[src/rtl/rr_mux_arbiter4.sv]
// Round-robin arbiter for four requesters sharing one 2-bit 4:1 mux.
// It registers a one-hot grant and an encoded select, copies the owner's
// operand onto a shared bus, and forces a release when the hold time
// reaches MAX_HOLD. Every grant is followed by at least one idle cycle.
module rr_mux_arbiter4 #(
   parameter int MAX_HOLD = 8,
   parameter int CNT_W    = 8
) (
   input  logic       clk,
   input  logic       reset_n,
   input  logic [3:0] req,
   input  logic       done,
   input  logic [1:0] data0,
   input  logic [1:0] data1,
   input  logic [1:0] data2,
   input  logic [1:0] data3,
   output logic [3:0] grant,
   output logic [1:0] sel,
   output logic       busy,
   output logic [1:0] out_data,
   output logic       out_valid,
   output logic       timeout
);

   typedef enum logic {
      IDLE = 1'b0,
      HOLD = 1'b1
   } state_t;

   localparam logic [CNT_W-1:0] MAX_HOLD_C = CNT_W'(MAX_HOLD);

   state_t           state_q, state_d;
   logic [1:0]       ptr_q, ptr_d;
   logic [CNT_W-1:0] cnt_q, cnt_d;
   logic [3:0]       grant_q, grant_d;
   logic [1:0]       sel_q, sel_d;
   logic             busy_q, busy_d;
   logic [1:0]       out_data_q, out_data_d;
   logic             out_valid_q, out_valid_d;
   logic             timeout_q, timeout_d;

   logic [3:0]       req_rot;
   logic [1:0]       win_off;
   logic [1:0]       winner;
   logic [1:0]       owner_data;
   logic             early_rel;
   logic             expired;

   // Rotate requests so bit 0 is the requester at ptr, then find the first set bit
   always_comb begin
      req_rot = 4'b0000;
      for (int k = 0; k < 4; k++) begin
         req_rot[k] = req[ptr_q + 2'(k)];
      end
      if (req_rot[0])      win_off = 2'd0;
      else if (req_rot[1]) win_off = 2'd1;
      else if (req_rot[2]) win_off = 2'd2;
      else                 win_off = 2'd3;
      winner = ptr_q + win_off;
   end

   // Operand of the current owner, as seen through the shared mux
   always_comb begin
      owner_data = data0;
      case (sel_q)
         2'd0: owner_data = data0;
         2'd1: owner_data = data1;
         2'd2: owner_data = data2;
         2'd3: owner_data = data3;
         default: owner_data = data0;
      endcase
   end

   // Next-state and output logic for the IDLE/HOLD controller
   always_comb begin
      state_d     = state_q;
      ptr_d       = ptr_q;
      cnt_d       = cnt_q;
      grant_d     = grant_q;
      sel_d       = sel_q;
      busy_d      = busy_q;
      out_data_d  = out_data_q;
      out_valid_d = out_valid_q;
      timeout_d   = 1'b0;
      // done or the owner dropping its request outranks the counter, so a
      // coincident expiry does not report a timeout
      early_rel   = done || !req[sel_q];
      expired     = (cnt_q >= MAX_HOLD_C);

      case (state_q)
         IDLE: begin
            grant_d     = 4'b0000;
            busy_d      = 1'b0;
            out_valid_d = 1'b0;
            if (req != 4'b0000) begin
               state_d = HOLD;
               grant_d = 4'b0001 << winner;
               sel_d   = winner;
               busy_d  = 1'b1;
               cnt_d   = CNT_W'(1);
            end
         end
         HOLD: begin
            if (early_rel || expired) begin
               state_d     = IDLE;
               grant_d     = 4'b0000;
               busy_d      = 1'b0;
               out_valid_d = 1'b0;
               ptr_d       = sel_q + 2'd1;
               timeout_d   = !early_rel;
            end else begin
               out_data_d  = owner_data;
               out_valid_d = 1'b1;
               cnt_d       = expired ? cnt_q : cnt_q + CNT_W'(1);
            end
         end
         default: begin
            state_d = IDLE;
         end
      endcase
   end

   // Register all state; reset clears everything, including a grant in flight
   always_ff @(posedge clk) begin
      if (!reset_n) begin
         state_q     <= IDLE;
         ptr_q       <= 2'd0;
         cnt_q       <= '0;
         grant_q     <= 4'b0000;
         sel_q       <= 2'd0;
         busy_q      <= 1'b0;
         out_data_q  <= 2'd0;
         out_valid_q <= 1'b0;
         timeout_q   <= 1'b0;
      end else begin
         state_q     <= state_d;
         ptr_q       <= ptr_d;
         cnt_q       <= cnt_d;
         grant_q     <= grant_d;
         sel_q       <= sel_d;
         busy_q      <= busy_d;
         out_data_q  <= out_data_d;
         out_valid_q <= out_valid_d;
         timeout_q   <= timeout_d;
      end
   end

   assign grant     = grant_q;
   assign sel       = sel_q;
   assign busy      = busy_q;
   assign out_data  = out_data_q;
   assign out_valid = out_valid_q;
   assign timeout   = timeout_q;

endmodule

[config.mk]
export PLATFORM = sky130hd
export DESIGN_NAME = rr_mux_arbiter4
export DESIGN_NICKNAME = d
export VERILOG_FILES = /design/src/rtl/rr_mux_arbiter4.sv
export SDC_FILE = /design/constraint.sdc
export NUM_CORES = 1
export LEC_CHECK = 0
export ABC_AREA = 0
export CAP_MARGIN = 30
export CORE_MARGIN = 2
export CORE_UTILIZATION = 52
export DETAILED_ROUTE_END_ITERATION = 16
export GPL_TIMING_DRIVEN = 0
export HOLD_SLACK_MARGIN = 0.08
export PLACE_DENSITY = 0.93
export SYNTH_ARGS = -nofsm -noshare
export SYNTH_HDL_FRONTEND = slang
export SYNTH_SLANG_ARGS = --single-unit
[constraint.sdc]
create_clock -name clk -period 4.6 [get_ports clk]
set_clock_uncertainty 0.1 [all_clocks]
set_input_delay 0.92 -clock clk [delete_from_list [all_inputs] [get_ports clk]]
set_output_delay 0.92 -clock clk [all_outputs]
set_load 0.005 [all_outputs]
# ---- Word-level counts from Yosys, hierarchy flattened
# Index checks and enable logic that the tools add are counted.
dict set report totals {
  out_inout_bits 11
  register_bits 22
  in_bits 15
  word_cells 65
}
dict set report classes {
  reduce_logical 11
  shift 1
  n_lt_le_gt_ge 5
  n_bitwise 2
  n_mux 25
  eq_ne 7
  n_addsub 5
}
# op n
set op_table {}
lappend op_table {{2-to-1 mux 8 bit} 3}
lappend op_table {{case mux 8 bit (2 select lines)} 1}
lappend op_table {{less-than comparator 2 x 3 -> 1 bit, second input constant} 4}
lappend op_table {{adder 8 x 1 -> 8 bit, second input constant} 1}
lappend op_table {{binary-select mux 1 bit (select 2 bit)} 4}
lappend op_table {{>= comparator 8 x 4 -> 1 bit, second input constant} 1}
lappend op_table {{2-to-1 mux 1 bit} 8}
lappend op_table {{2-to-1 mux 4 bit} 2}
lappend op_table {{case mux 2 bit (4 select lines)} 1}
lappend op_table {{case mux 4 bit (2 select lines)} 1}
lappend op_table {{!= test 2 bit, second input constant} 3}
lappend op_table {{case mux 1 bit (2 select lines)} 3}
lappend op_table {{AND reduction 2 bit} 3}
lappend op_table {{AND reduction 3 bit} 2}
lappend op_table {{adder 2 x 1 -> 2 bit, second input constant} 2}
lappend op_table {{equality test 2 bit, second input constant} 2}
lappend op_table {{2-to-1 mux 2 bit} 2}
lappend op_table {{nonzero test 4 bit} 1}
lappend op_table {{left shift 1 x 2 -> 4 bit, first input constant} 1}
lappend op_table {{adder 2 bit} 1}
lappend op_table {{adder 2 bit, second input constant} 1}
lappend op_table {{equality test 2 x 1 -> 1 bit, second input constant} 1}
lappend op_table {{logical NOT 1 bit} 2}
lappend op_table {{logical NOT 2 bit} 1}
lappend op_table {{other kinds (3)} 5}

# ---- Logic depth before layout (Yosys ltp)
dict set report depth {
  depth_word 10
  mapped_depth 12
  depth_no_buf 11
}

# ---- Least setup slack after synthesis
# Ideal clock, no wire load.
dict set report synth_timing {
  kind {in2reg}
  start {input port req[2]}
  end {register grant_q[1], in the netlist grant[1]}
  t_arrival_ns 2.537
  required_time_ns 4.439
  path_slack_ns 1.902
  path_buffers 2
  stages 12
  setup_ns 0.061
  cell_sequence {buf_2 nand2_1 a21oi_1 a21oi_1 o21ai_0 ha_1 buf_6 nor3_1 a211oi_1 a211oi_1 a311oi_2 a32o_1}
}
dict set report synth_via {
  elab_chain_cells 9
  word_cells_on_any_way 20
  cone_classes {add/sub (1); eq/ne (1); shift (1); mux (13); reduce/logical (4)}
}
# item line_no
set synth_rtl {}
lappend synth_rtl {{start: declaration} 11} ;# input logic [3:0] req,
lappend synth_rtl {{binary-select mux 1 bit (select 2 bit)} 53} ;# req_rot[k] = req[ptr_q + 2'(k)];
lappend synth_rtl {{2-to-1 mux 1 bit (implied by the code)} 53}
lappend synth_rtl {{2-to-1 mux 1 bit} 57} ;# else if (req_rot[2]) win_off = 2'd2;
lappend synth_rtl {{2-to-1 mux 2 bit} 56} ;# else if (req_rot[1]) win_off = 2'd1;
lappend synth_rtl {{2-to-1 mux 2 bit} 55} ;# if (req_rot[0]) win_off = 2'd0;
lappend synth_rtl {{adder 2 bit} 59} ;# winner = ptr_q + win_off;
lappend synth_rtl {{left shift 1 x 2 -> 4 bit} 97} ;# grant_d = 4'b0001 << winner;
lappend synth_rtl {{2-to-1 mux 4 bit} 95} ;# if (req != 4'b0000) begin
lappend synth_rtl {{case mux 4 bit (2 select lines)} 90} ;# case (state_q)
lappend synth_rtl {{end signal: assignment} 139} ;# grant_q <= grant_d;
lappend synth_rtl {{end: declaration} 35} ;# logic [3:0] grant_q, grant_d;
# Several ways; a longest one is shown, not always the timed one. The select of a mux whose other input is x is not followed.
# A chain may end at the register's enable or synchronous reset.

# ---- Worst setup path in the final report
dict set report layout_timing {
  start {input port req[1]}
  end {register grant_q[1], in the netlist grant[1]}
}
# The elaborated chain is that of the path after synthesis.

==> tab_implementation.tex <==
\begin{tabular}{lr}
\hline
Metric & Value \\
\hline
\multicolumn{2}{l}{\textbf{Outcome}} \\
Run status & complete, no violations \\
\multicolumn{2}{l}{\textbf{Job}} \\
Number of max-cap violations & 0 \\
\multicolumn{2}{l}{\textbf{GRT}} \\
Wire length of the first global-routing pass & 4.42 mm \\
Vias in the first global route & 1054 \\
Gr ovfl total & 0 \\
Pin count of the biggest net entering global routing & 12 \\
Gr usage total & 0.225 \\
Number of antenna violations at the first check in global routing & 0 \\
\multicolumn{2}{l}{\textbf{Clock tree}} \\
Number of setup buffers added after CTS & 0 \\
Number of CTS-inserted buffers & 3 \\
Clock tree root driver cell & sky130\_fd\_sc\_hd\_\_clkbuf\_4 \\
Maximum root-to-sink buffer count & 2 \\
Latest clock arrival within the worst-skew pair & 0.31 ns \\
Clock slew at reported path FFs & 0.11 ns \\
Post-CTS sizing & 0 \\
TritonCTS clock tree & done \\
Number of clock sinks & 22 \\
Count of hold buffers inserted by post-cts repair & 0 \\
Deepest level of the CTS H-tree & 1 \\
\multicolumn{2}{l}{\textbf{Setup path}} \\
Category of the worst setup path launch point & primary input \\
Type of destination of the critical path & flop \\
Required time of the critical path & 4.76 ns \\
Most frequent cell on the critical path & sky130\_fd\_sc\_hd\_\_a211oi\_1 \\
Largest delay share family, worst path & compound AO/OA/AOI/OAI gates \\
Ordered list of cells on the worst path & clkdlybuf4s50\_1 > nand2\_1 > a211oi\_1 > a21oi\_1 > o21ai\_0 > ha\_1 > buf\_6 > nor3\_1 > a211oi\_1 > a211oi\_1 > a311oi\_2 > a32o\_1 \\
Worst Setup Path Type & primary input to flop \\
WP data arrival & 3.52 ns \\
Top fanout value on the critical path & 7 \\
Critical path's slowest cell & sky130\_fd\_sc\_hd\_\_clkdlybuf4s50\_1 \\
Number of buffers and inverters on the critical path & 2 \\
Critical path's largest stage delay & 0.61 ns \\
\multicolumn{2}{l}{\textbf{Routing}} \\
DRC & 0 \\
Pre-antenna DRT Iters & 5 \\
Average wire length per cell after detail routing & 14.8 um \\
Vias per std cell & 5.76 \\
WL final & 2.64 mm \\
Count of nets left with antenna violations after detail routing & 0 \\
Initial DRC count & 29 \\
Number of vias in the routed layout & 1031 \\
\multicolumn{2}{l}{\textbf{Synthesis}} \\
Net Count, Synth & 147 \\
Post-Synthesis Cell Area & 1140 um2 \\
Share of cell area taken by muxes after synthesis & 0.0726 \\
Synthesis warning total & 0 \\
Dominant combinational cell family by area after synthesis & simple AND/OR/NAND/NOR gates \\
Most numerous cell in the Yosys netlist & sky130\_fd\_sc\_hd\_\_dfxtp\_1 \\
Proportion of register bits with asynchronous set or reset after synthesis & 0 \\
Netlist cell types & 37 \\
Synthesized-area fraction occupied by adder cells & 0.0770 \\
Synthesized area divided by synthesized cell count & 9.10 um2 \\
Post-synth top flop & sky130\_fd\_sc\_hd\_\_dfxtp\_1 \\
Synth Area in XOR/XNOR & 0.0231 \\
Top-area cell type share of the netlist area & 0.387 \\
Top cell type by total area after synthesis & sky130\_fd\_sc\_hd\_\_dfxtp\_1 \\
Share of the yosys chip area belonging to registers & 0.387 \\
Synth Area in Compound Gates & 0.194 \\
Leading post-synthesis cells by cell area & sky130\_fd\_sc\_hd\_\_dfxtp\_1 39\%, sky130\_fd\_sc\_hd\_\_ha\_1 7.7\%, sky130\_fd\_sc\_hd\_\_mux2i\_1 5.3\%, sky130\_fd\_sc\_hd\_\_nor2b\_1 4.4\%, sky130\_fd\_sc\_hd\_\_nand2\_1 4.3\% \\
Gate Count Post-Synth & 125 \\
Fraction of the mapped netlist area in simple logic gates & 0.206 \\
Number of synthesized flops with an enable pin & 0 \\
Number of synthesized register bits & 22 \\
Synth top cells by count & 22 x sky130\_fd\_sc\_hd\_\_dfxtp\_1, 13 x sky130\_fd\_sc\_hd\_\_nand2\_1, 10 x sky130\_fd\_sc\_hd\_\_nor2\_1 \\
\multicolumn{2}{l}{\textbf{Final layout}} \\
Final core area utilization & 0.709 \\
ANT cells & 0 \\
Fraction of layout instances using a drive strength above 1 & 0.0987 \\
Layout net count & 176 \\
Area Overhead vs Synth & 26.1\% \\
\multicolumn{2}{l}{\textbf{Timing}} \\
Transition time at the pin with the least slew margin & 0.461 ns \\
Achievable Freq & 298 MHz \\
Final critical-path required period & 3.36 ns \\
Final setup fails & 0 \\
Number of slew-limit violations in the final report & 0 \\
WHS & 0.363 ns \\
Headroom to the max-slew limit & 0.693 \\
Final-layout setup total negative slack & 0 ns \\
RSZ-0062 raised after global routing & no \\
Hold Fails Final Rpt & 0 \\
Ratio of final minimum period to clock period & 0.729 \\
\multicolumn{2}{l}{\textbf{Die}} \\
Die Span Y & 50.8 um \\
Initial Util & 0.563 \\
Area of the placeable core & 2020 um2 \\
Die X-Extent & 50.8 um \\
Number of standard-cell rows in the floorplan & 16 \\
IO Pins & 26 \\
Area enclosed by the die boundary & 2580 um2 \\
\multicolumn{2}{l}{\textbf{Worst hold path}} \\
Type of the tightest min-delay check & flop to flop \\
\multicolumn{2}{l}{\textbf{Placed design}} \\
Gp weighted congestion & 0.751 \\
Input/output buffers & 24 \\
Post-DP HPWL & 2.03 mm \\
\multicolumn{2}{l}{\textbf{Power}} \\
Overall Power & 448 uW \\
Lkg Pwr & 0.582 nW \\
Power per unit of standard cell area & 312 nW/um2 \\
Max IR drop VDD & 0.239 mV \\
\hline
\end{tabular}
through the flow:
stage / worst slack [ns] / cells / area (um2)
6_report: 1.24 / 179 / 1430
5_1_grt: 1.13 / 179 / 1430
4_1_cts: 1.28 / 179 / 1430
3_5_place_dp: 0.953 / 176 / 1410
3_3_place_gp: 1.19 / 176 / 1410
2_1_floorplan: 1.90 / 125 / 1140
path summary, 6_finish.rpt:
kind                  from       end  slack (ns)  cells past startpoint
setup / recovery    req[1]  grant[1]        1.24                     12
hold reg to reg       busy      busy        0.36                      2
hold / removal        busy      busy        0.36                      2
setup reg to reg  ptr_q[1]  grant[1]        1.97                     12
metal layers:
| layer | GRT usage | wire length (um) |
|---|---|---|
| met1 | 0.247 | 1090 |
| met2 | 0.430 | 1350 |
| met3 | 0.0268 | 149 |
| met4 | 0.0901 | 51 |
| met5 | 0 | 0 |
where the power goes:
part           switching [mW]  internal (mW)  total (mW)
clock                  0.0565         0.0307      0.0872
sequential             0.0178          0.206       0.224
combinational          0.0667         0.0703       0.137
total                   0.141          0.307       0.448
final cells by class:
cell class	instances	area, um2
Buffer	3	20.0
Multi-Input combinational cell	93	651
Tap cell	27	33.8
Timing Repair Buffer	24	240
Clock buffer	3	22.5
Inverter	7	26.3
Sequential cell	22	440
Fill cell	149	588
cell families (layout without fill, tap and decap cells):
family / count (synthesis) / in the layout
AND/OR/NAND/NOR: 47 / 47
AO/OA/AOI/OAI: 28 / 28
flip-flops: 22 / 22
buffers and inverters: 10 / 37
multiplexers: 8 / 8
adder cells (fa/ha/maj): 7 / 7
XOR/XNOR: 3 / 3
flip-flops by register name (all words and copies together) (netlist names):
register	flops
cnt_q	8
grant	4
out_data	2
ptr_q	2
sel	2
busy	1
out_valid	1
state_q	1
timeout	1
cell usage in the layout (no fill, tap or decap), types with 2 or more instances in the layout:
| cell | synthesis | layout |
|---|---|---|
| sky130_fd_sc_hd__a211oi_1 | 3 | 3 |
| sky130_fd_sc_hd__a21oi_1 | 4 | 4 |
| sky130_fd_sc_hd__a222oi_1 | 2 | 2 |
| sky130_fd_sc_hd__a31oi_1 | 2 | 2 |
| sky130_fd_sc_hd__and2_1 | 3 | 3 |
| sky130_fd_sc_hd__clkbuf_4 | 0 | 3 |
| sky130_fd_sc_hd__clkdlybuf4s50_1 | 0 | 24 |
| sky130_fd_sc_hd__dfxtp_1 | 22 | 22 |
| sky130_fd_sc_hd__ha_1 | 7 | 7 |
| sky130_fd_sc_hd__inv_1 | 7 | 7 |
| sky130_fd_sc_hd__mux2_2 | 2 | 2 |
| sky130_fd_sc_hd__mux2i_1 | 6 | 6 |
| sky130_fd_sc_hd__nand2_1 | 13 | 13 |
| sky130_fd_sc_hd__nand3_1 | 2 | 2 |
| sky130_fd_sc_hd__nor2_1 | 10 | 10 |
| sky130_fd_sc_hd__nor2b_1 | 8 | 8 |
| sky130_fd_sc_hd__nor3_1 | 5 | 5 |
| sky130_fd_sc_hd__nor3b_1 | 2 | 2 |
| sky130_fd_sc_hd__o21ai_0 | 6 | 6 |
| sky130_fd_sc_hd__xor2_1 | 2 | 2 |
tightest hold or removal path: cells and delay by family, from the launching register on:
family | cells | cell delay (ns)
and+or+nand+nor | 2 | 0.10
DFF | 1 | 0.33
No activity file was read; power rests on OpenSTA's default activity.
